[config.mk]
export PLATFORM = sky130hd
export DESIGN_NAME = carrier_nco
export DESIGN_NICKNAME = d
export VERILOG_FILES = /design/src/rtl/carrier_nco.sv
export SDC_FILE = /design/constraint.sdc
export NUM_CORES = 1
export LEC_CHECK = 0
export ABC_AREA = 1
export BUFFER_PORTS_ARGS = -buffer_cell sky130_fd_sc_hd__buf_2
export CORE_UTILIZATION = 35
export DETAILED_ROUTE_END_ITERATION = 10
export PLACE_DENSITY_LB_ADDON = 0.3
export SLEW_MARGIN = 20
export SYNTH_ARGS = -nofsm -noshare
export SYNTH_HDL_FRONTEND = slang
export SYNTH_SLANG_ARGS = --single-unit
[constraint.sdc]
create_clock -name clk -period 6.2 [get_ports clk]
set_input_delay 1.24 -clock clk [delete_from_list [all_inputs] [get_ports clk]]
set_output_delay 1.24 -clock clk [all_outputs]
set_load 0.1 [all_outputs]
[src/rtl/carrier_nco.sv]
// Numerically controlled oscillator for the carrier path: a phase accumulator with
// glitch-free frequency-word changes at the wrap, phase sync, offset/invert and a gate window.
module carrier_nco #(
  parameter int ACC_WIDTH = 51,
  parameter int PHASE_BITS = 5,
  parameter logic [ACC_WIDTH-1:0] DEFAULT_INC = ACC_WIDTH'(64'd207992122400030)
) (
  input  logic                  clk,
  input  logic                  rst,
  input  logic                  enable,
  input  logic [ACC_WIDTH-1:0]  inc_data,
  input  logic                  inc_valid,
  output logic                  inc_ready,
  input  logic                  phase_sync,
  input  logic [PHASE_BITS-1:0] phase_offset,
  input  logic                  invert,
  input  logic                  gate_start,
  input  logic [7:0]            gate_len,
  output logic [PHASE_BITS-1:0] phase,
  output logic                  phase_valid,
  output logic                  gate_active
);

  localparam logic [0:0] ST_IDLE    = 1'b0;
  localparam logic [0:0] ST_PENDING = 1'b1;

  localparam logic [PHASE_BITS-1:0] HALF_CYCLE = {1'b1, {(PHASE_BITS-1){1'b0}}};

  logic [ACC_WIDTH-1:0]  r_acc;
  logic [ACC_WIDTH-1:0]  r_inc;
  logic [ACC_WIDTH-1:0]  r_inc_pend;
  logic [0:0]            r_state;
  logic [7:0]            r_gcnt;
  logic [PHASE_BITS-1:0] r_phase;
  logic                  r_phase_valid;
  logic                  r_gate_active;

  logic [ACC_WIDTH:0]    w_sum;
  logic                  w_carry;
  logic                  w_wrap;
  logic                  w_apply;
  logic                  w_accept;
  logic [PHASE_BITS-1:0] w_phase_next;
  logic [7:0]            w_gcnt_next;

  assign w_sum    = {1'b0, r_acc} + {1'b0, r_inc};
  assign w_carry  = w_sum[ACC_WIDTH];
  assign w_wrap   = enable & w_carry & (r_state == ST_PENDING);
  // A pending word is applied either at the accumulator wrap or on a phase sync.
  assign w_apply  = (r_state == ST_PENDING) & (phase_sync | w_wrap);
  assign w_accept = inc_valid & inc_ready;

  assign inc_ready = (r_state == ST_IDLE) & ~rst;

  assign w_phase_next = r_acc[ACC_WIDTH-1 -: PHASE_BITS] + phase_offset
                        + (invert ? HALF_CYCLE : '0);

  always_comb begin
    w_gcnt_next = r_gcnt;
    if (gate_start) begin
      w_gcnt_next = gate_len;
    end else if (r_gcnt != 8'd0) begin
      w_gcnt_next = r_gcnt - 8'd1;
    end
  end

  always_ff @(posedge clk) begin
    if (rst) begin
      r_acc <= '0;
    end else if (phase_sync) begin
      r_acc <= '0;
    end else if (enable) begin
      r_acc <= w_sum[ACC_WIDTH-1:0];
    end
  end

  // The addition in the wrap cycle still uses the old increment.
  always_ff @(posedge clk) begin
    if (rst) begin
      r_inc      <= DEFAULT_INC;
      r_inc_pend <= '0;
      r_state    <= ST_IDLE;
    end else if (w_apply) begin
      r_inc   <= r_inc_pend;
      r_state <= ST_IDLE;
    end else if (w_accept) begin
      r_inc_pend <= inc_data;
      r_state    <= ST_PENDING;
    end
  end

  always_ff @(posedge clk) begin
    if (rst) begin
      r_phase       <= '0;
      r_phase_valid <= 1'b0;
    end else begin
      r_phase       <= w_phase_next;
      r_phase_valid <= enable;
    end
  end

  always_ff @(posedge clk) begin
    if (rst) begin
      r_gcnt        <= 8'd0;
      r_gate_active <= 1'b0;
    end else begin
      r_gcnt        <= w_gcnt_next;
      r_gate_active <= (w_gcnt_next != 8'd0);
    end
  end

  assign phase       = r_phase;
  assign phase_valid = r_phase_valid;
  assign gate_active = r_gate_active;

endmodule

==> results.toml, run 1 <==
[timing]
skew_ns = 0.0234
max_slew_margin_pct = 36.8
hold_violations = 0
slew_viol_final = 0
timing.final.crit_share_pct = 55.2
rsz_0062_raised_after_global_routing = "false"
final-setup-viol-count = 0
tns_ns = 0
worst_slew_pin_slew_ns = 0.945
finalWorstPathRequiredPeriod_ns = 3.42
maximum_operating_frequency_mhz = 292

[floorplan]
placeableCoreArea_um2 = 28900
rows = 62
initial_util_pct = 35.7
die-height_um = 174
ios = 79
die-width_um = 174
die_area_um2 = 30100

[worst_setup_path]
setup.worst_path.start_class = "register"
timing.reg2reg.setup_slack_ns = 2.78
rr_worst_depth = 14
worst_ep_required_time_ns = 6.48
worst_setup_path_end_kind = "register"
worst-path-max-fanout = 78
critPathArrivalTime_ns = 3.71
crit-reg2reg-capture = "r_inc[28]"
crit-reg2reg-launch = "r_inc[46]"
crit_type = "reg -> reg"

[min_path]
hold-path-cell-count = 2
hold_path.class = "reg -> reg"
min_delay_worst_endpoint = "r_inc_pend[24]"
worst_hold_startpoint = "r_inc_pend[24]"

[yosys]
netlist_area_before_placement_um2 = 10300
post_synthesis_sequential_element_count = 169
ys_warn_count = 0
postSynth.topFlopCell = "dfxtp_1"
syn_area_per_cell_um2 = 6.45
netlist-cell-type-count = 40
syn-instance-count = 1597
synthesis.nets = 1730
synth-seq-area-share_pct = 32.9
synth_edf_count = 0
postSynth.asyncResetShare_pct = 0

[clock_tree]
post_cts_buffers = 0
cts_tree = "done"
cts_root_buffer = "clkbuf_16"
cts_htree_levels = 4
cts.hold.buffers_added = 0
cts-root-to-sink-buffers = 2
cts_sinks = 169
cts_inserted_buffers = 17
path_clk_slew_ns = 0.09
clock_latency_ns = 0.44
ctsResizeCount = 0

[run]
cap_viol_max_count = 0

[route]
vias_per_cell = 4.88
totalWireLength_um = 31200
route.detailed.wl_per_inst_um = 15.3
highest_layer = "met4"
detailroute.via_count = 9958
wirelength_met1_um = 15700
dr_wl_met3_um = 1470
met2_wirelength_um = 13600
antenna_left = 0
number_of_iterations_in_the_first_detailed_routing_pass = 6
drt_first_iter_violations = 661
detail_route.drc_violations = 0

[place]
port_buffers = 78
placed_area_um2 = 11000
detailedPlacementHpwl_um = 24100
gpl.final_weighted_congestion = 0.997

[global_routing]
global_route_wire_length_before_repair_um = 50000
global_route.overflow_total = 0
grt_antenna_before_repair = 1
grt_max_degree = 80
first_global_vias = 9392
grt.total_usage_pct = 20.9

[layout]
end_of_flow_core_utilization_pct = 40.2
area_growth_pct = 12.6
layout_cells_sized_above_1_pct = 9.37
cell_area_after_layout_um2 = 11600
antenna-diode-count = 0
final_nets = 1775

[outcome]
outcome = "finished clean"

[pwr]
ir_worst_vdd_v = 0.000195
powerDensity_nw_per_um2 = 253
total_leakage_power_nw = 5.81
-- cell usage in the layout (no fill, tap or decap), drive strengths merged, types with 4 or more instances in the layout --
cell and n:
nand2 360, nor2 249, inv 220, dfxtp 169
nand3 160, a21oi 132, o21ai 94, buf 84
ha 60, xor2 23, clkbuf 17, nor3 14
nand4 13, o21bai 12, clkinv 11, xnor2 10
o21a 4, a21boi 4
-- worst max-delay path: stages, from the launching register on --
cell	delay [ns]
dfxtp_1	0.35
ha_1	0.39
nand2_1	0.12
inv_2	0.07
nand2_1	0.06
nor3_1	0.28
nand2_1	0.12
nor2_1	0.11
nand2_1	0.06
nand3_1	0.08
nand2_2	0.08
nand2_4	0.65
nand2_2	0.56
nand2_1	0.19
nand3_1	0.09
-- synth_stat cells, types with 9 or more instances --
library cell / n / area (um^2)
o21bai_1: 12 / 90.1
a21oi_1: 131 / 656
dfxtp_1: 169 / 3380
nand4_1: 13 / 81.3
o21ai_0: 93 / 465
inv_1: 206 / 773
inv_2: 9 / 33.8
xor2_1: 23 / 201
buf_2: 11 / 55.1
xnor2_1: 10 / 87.6
ha_1: 60 / 751
nor2_1: 243 / 912
nand3_1: 149 / 746
nand2_1: 353 / 1330
nor3_1: 14 / 70.1
clkbuf_1: 37 / 139
nand3_2: 11 / 110
-- power by group --
part	internal [mW]	switching (mW)
clock	0.562	0.588
combinational	0.187	0.391
sequential	1.16	0.0481
total	1.91	1.03
-- registers in the layout, indices dropped and copies added (netlist names) --
name         flops
r_inc_pend      51
phase_valid      1
r_gcnt           8
r_acc           51
r_inc           51
phase            5
gate_active      1
r_state          1
-- how the worst max path moves through the flow --
| stage | from | to | slack (ns) | depth (start not counted) |
|---|---|---|---|---|
| after global routing | r_inc[46] | r_inc[11] | 2.42 | 14 |
| final | r_inc[46] | r_inc[28] | 2.78 | 14 |
| after floorplan | rst | inc_ready | 2.27 | 2 |
| after global placement | rst | r_acc[35] | 2.55 | 7 |
| after detailed placement | rst | r_acc[35] | 2.54 | 7 |
| after CTS | r_inc[46] | r_inc[28] | 2.77 | 14 |
-- stage by stage --
stage	hold slack, ns	total power [mW]	cells	setup WS [ns]
2_1_floorplan	0.430	1.65	1597	2.27
3_3_place_gp	0.444	1.80	2007	2.55
3_5_place_dp	0.448	1.80	2007	2.54
4_1_cts	0.459	2.95	2039	2.77
5_1_grt	0.484	3.08	2039	2.42
6_report	0.456	2.94	2039	2.78
-- metal layers --
metal | global-route usage [%] | vias up
met5 | 0 | -
met1 | 29.4 | 4487
li1 | - | 5200
met3 | 2.85 | 32
met4 | 5.27 | 0
met2 | 33.5 | 239
-- kinds of logic (layout without fill, tap and decap cells) --
family                   after synthesis  count (layout)  synth area share [%]
XOR/XNOR                              33              33                  2.81
AO/OA/AOI/OAI                        258             258                  13.5
buffers and inverters                274             332                  10.4
AND/OR/NAND/NOR                      800             800                  32.7
multiplexers                           1               1                0.0972
flip-flops                           169             169                  32.9
adder cells (fa/ha/maj)               62              62                  7.68
-- cell type report --
| type | count | area [um^2] |
|---|---|---|
| flip-flops and latches | 169 | 3380 |
| clock buffers | 17 | 425 |
| clock inverters | 15 | 214 |
| fillers | 3188 | 17300 |
| multi-input cells | 1154 | 5840 |
| repair buffers | 84 | 435 |
| well taps | 384 | 480 |
| inverters | 216 | 811 |
Note: power is estimated with default switching activity, not from simulation.
==> run 2, diff against run 1 <==
==> constraint.sdc (replaced) <==
create_clock -name clk -period 3.2 [get_ports clk]
set_input_delay 0.64 -clock clk [delete_from_list [all_inputs] [get_ports clk]]
set_output_delay 0.64 -clock clk [all_outputs]
set_load 0.1 [all_outputs]
==> results.toml, run 2 (synthesis gave the netlist of run 1 again) <==
[timing]
hold_violations = 0
max_slew_margin_pct = 37.8
slew_viol_final = 0
finalWorstPathRequiredPeriod_ns = 2.95
worst_slew_pin_slew_ns = 0.933
skew_ns = 0.0152
timing.final.ws_setup_ns = 0.251
finalHoldWorstSlack_ns = 0.378
timing.final.crit_share_pct = 92.1
tns_ns = 0
maximum_operating_frequency_mhz = 339
final-setup-viol-count = 0
rsz_0062_raised_after_global_routing = "false"

[route]
vias_per_cell = 4.98
detailroute.via_count = 10200
antenna_left = 0
number_of_iterations_in_the_first_detailed_routing_pass = 7
detail_route.drc_violations = 0
route.detailed.wl_per_inst_um = 15.8
drt_first_iter_violations = 868
totalWireLength_um = 32200

[layout]
cell_area_after_layout_um2 = 11700
layout.area.seq_um2 = 3380
end_of_flow_core_utilization_pct = 40.4
area_growth_pct = 13.3
commonest_cells_after_routing_fill_and_taps_aside = "nand2_1, nor2_1, inv_1"
final_common_cell = "nand2_1"
antenna-diode-count = 0
n_fill_cell = 3129
final_nets = 1779
multiInputGateArea_um2 = 5840
layout_cells_sized_above_1_pct = 9.58
biggest_regs = "r_acc (51), r_inc (51), r_inc_pend (51)"

[global_routing]
global_route.overflow_total = 0
grt.total_usage_pct = 21.7
grt_antenna_before_repair = 0
first_global_vias = 9487
global_route_wire_length_before_repair_um = 51400
grt_max_degree = 80

[place]
detailedPlacementHpwl_um = 24900
port_buffers = 78
placed_area_um2 = 11000
pre_cts_slack_ns = 0.282
gpl.final_weighted_congestion = 0.987

[worst_setup_path]
worst_path_max_delay_cell = "o21ai_0"
timing.critical_path.buf_inv = 3
rr_worst_depth = 14
crit-reg2reg-launch = "r_acc[0]"
critPathArrivalTime_ns = 3.34
cp_slowest_stage_delay_ns = 0.65
cpLargestDelayFamily = "compound AO/OA/AOI/OAI gates"
timing.reg2reg.setup_slack_ns = 0.25
crit_type = "reg -> reg"
cp_cell_sequence = "ha_1 > inv_1 > fa_1 > inv_1 > nand3_1 > nand2_1 > a21oi_1 > o21ai_0 > a21oi_1 > nor2_1 > nor2_1 > nand2_1 > nand2_1 > inv_1"
setup.worst_path.start_class = "register"
worst_ep_required_time_ns = 3.59
worst-path-max-fanout = 4
crit-reg2reg-capture = "r_acc[30]"
worst_setup_path_end_kind = "register"

[clock_tree]
cts_htree_levels = 4
path_clk_slew_ns = 0.08
ctsResizeCount = 0
cts_inserted_buffers = 17
cts_tree = "done"
cts.hold.buffers_added = 0
post_cts_buffers = 0
cts-root-to-sink-buffers = 2
cts_root_buffer = "clkbuf_16"
clock_latency_ns = 0.45
cts_sinks = 169

[floorplan]
ios = 79
die-height_um = 174
initial_util_pct = 35.7
die-width_um = 174
rows = 62
placeableCoreArea_um2 = 28900
die_area_um2 = 30100

[min_path]
worst_hold_startpoint = "inc_data[17]"
min_delay_worst_endpoint = "r_inc_pend[17]"
hold_path.class = "in -> reg"
hold-path-cell-count = 3

[pwr]
cell_internal_pwr_mw = 3.77
swShare_pct = 34.3
total_leakage_power_nw = 5.85
ir_worst_vdd_v = 0.000457
clock_power_share_pct = 39.3
p_sw_mw = 1.96
powerDensity_nw_per_um2 = 491
power_frac_comb_pct = 19.9
seq_power_share_pct = 40.8

[run]
cap_viol_max_count = 0

[outcome]
outcome = "finished clean"
run 2: worst reg2reg max path: stages (launching register included):
cell and delay (ns):
dfxtp_1 0.34, ha_1 0.15, inv_1 0.07, fa_1 0.41, inv_1 0.10, nand3_1 0.06, nand2_1 0.21, a21oi_1 0.16
o21ai_0 0.65, a21oi_1 0.34, nor2_1 0.17, nor2_1 0.05, nand2_1 0.09, nand2_1 0.04, inv_1 0.05
run 2: worst max path at each step:
stage,from,to,slack [ns],cells after the start
6_report,r_acc[0],r_acc[30],0.25,14
2_1_floorplan,rst,r_inc_pend[32],0.05,6
4_1_cts,r_acc[0],r_acc[30],0.26,14
3_5_place_dp,r_acc[0],r_acc[30],0.28,14
3_3_place_gp,r_acc[0],r_acc[30],0.33,14
5_1_grt,r_inc[0],r_acc[30],0.01,14
run 2: cell type report:
| type | instances | share of cell area [%] |
|---|---|---|
| clock buffers | 17 | 3.65 |
| multi-input cells | 1154 | 50.1 |
| well taps | 384 | 4.12 |
| repair buffers | 88 | 4.31 |
| clock inverters | 15 | 1.87 |
| flip-flops and latches | 169 | 29.0 |
| inverters | 216 | 6.95 |
run 2: metrics by stage:
stage,total power [mW],cells
after global routing,6.01,2043
final,5.73,2043
after floorplan,3.19,1597
after detailed placement,3.52,2011
after global placement,3.50,2011
after CTS,5.77,2043
run 2: power by group through the flow:
stage                     combinational, mW  sequential, mW  clock [mW]
after floorplan                       0.784            2.40           0
after global placement                 1.12            2.38           0
after detailed placement               1.13            2.38           0
after CTS                              1.14            2.34        2.30
after global routing                   1.28            2.35        2.37
final                                  1.14            2.34        2.25
run 2: routing by layer:
layer	share of wire, %	global-route usage (%)	up-vias	wire [um]
li1	-	-	5212	-
met4	1.5	5.09	0	467
met3	5.1	2.74	23	1630
met2	44	34.5	257	14200
met5	0	0	-	0
met1	49	31.1	4688	15900
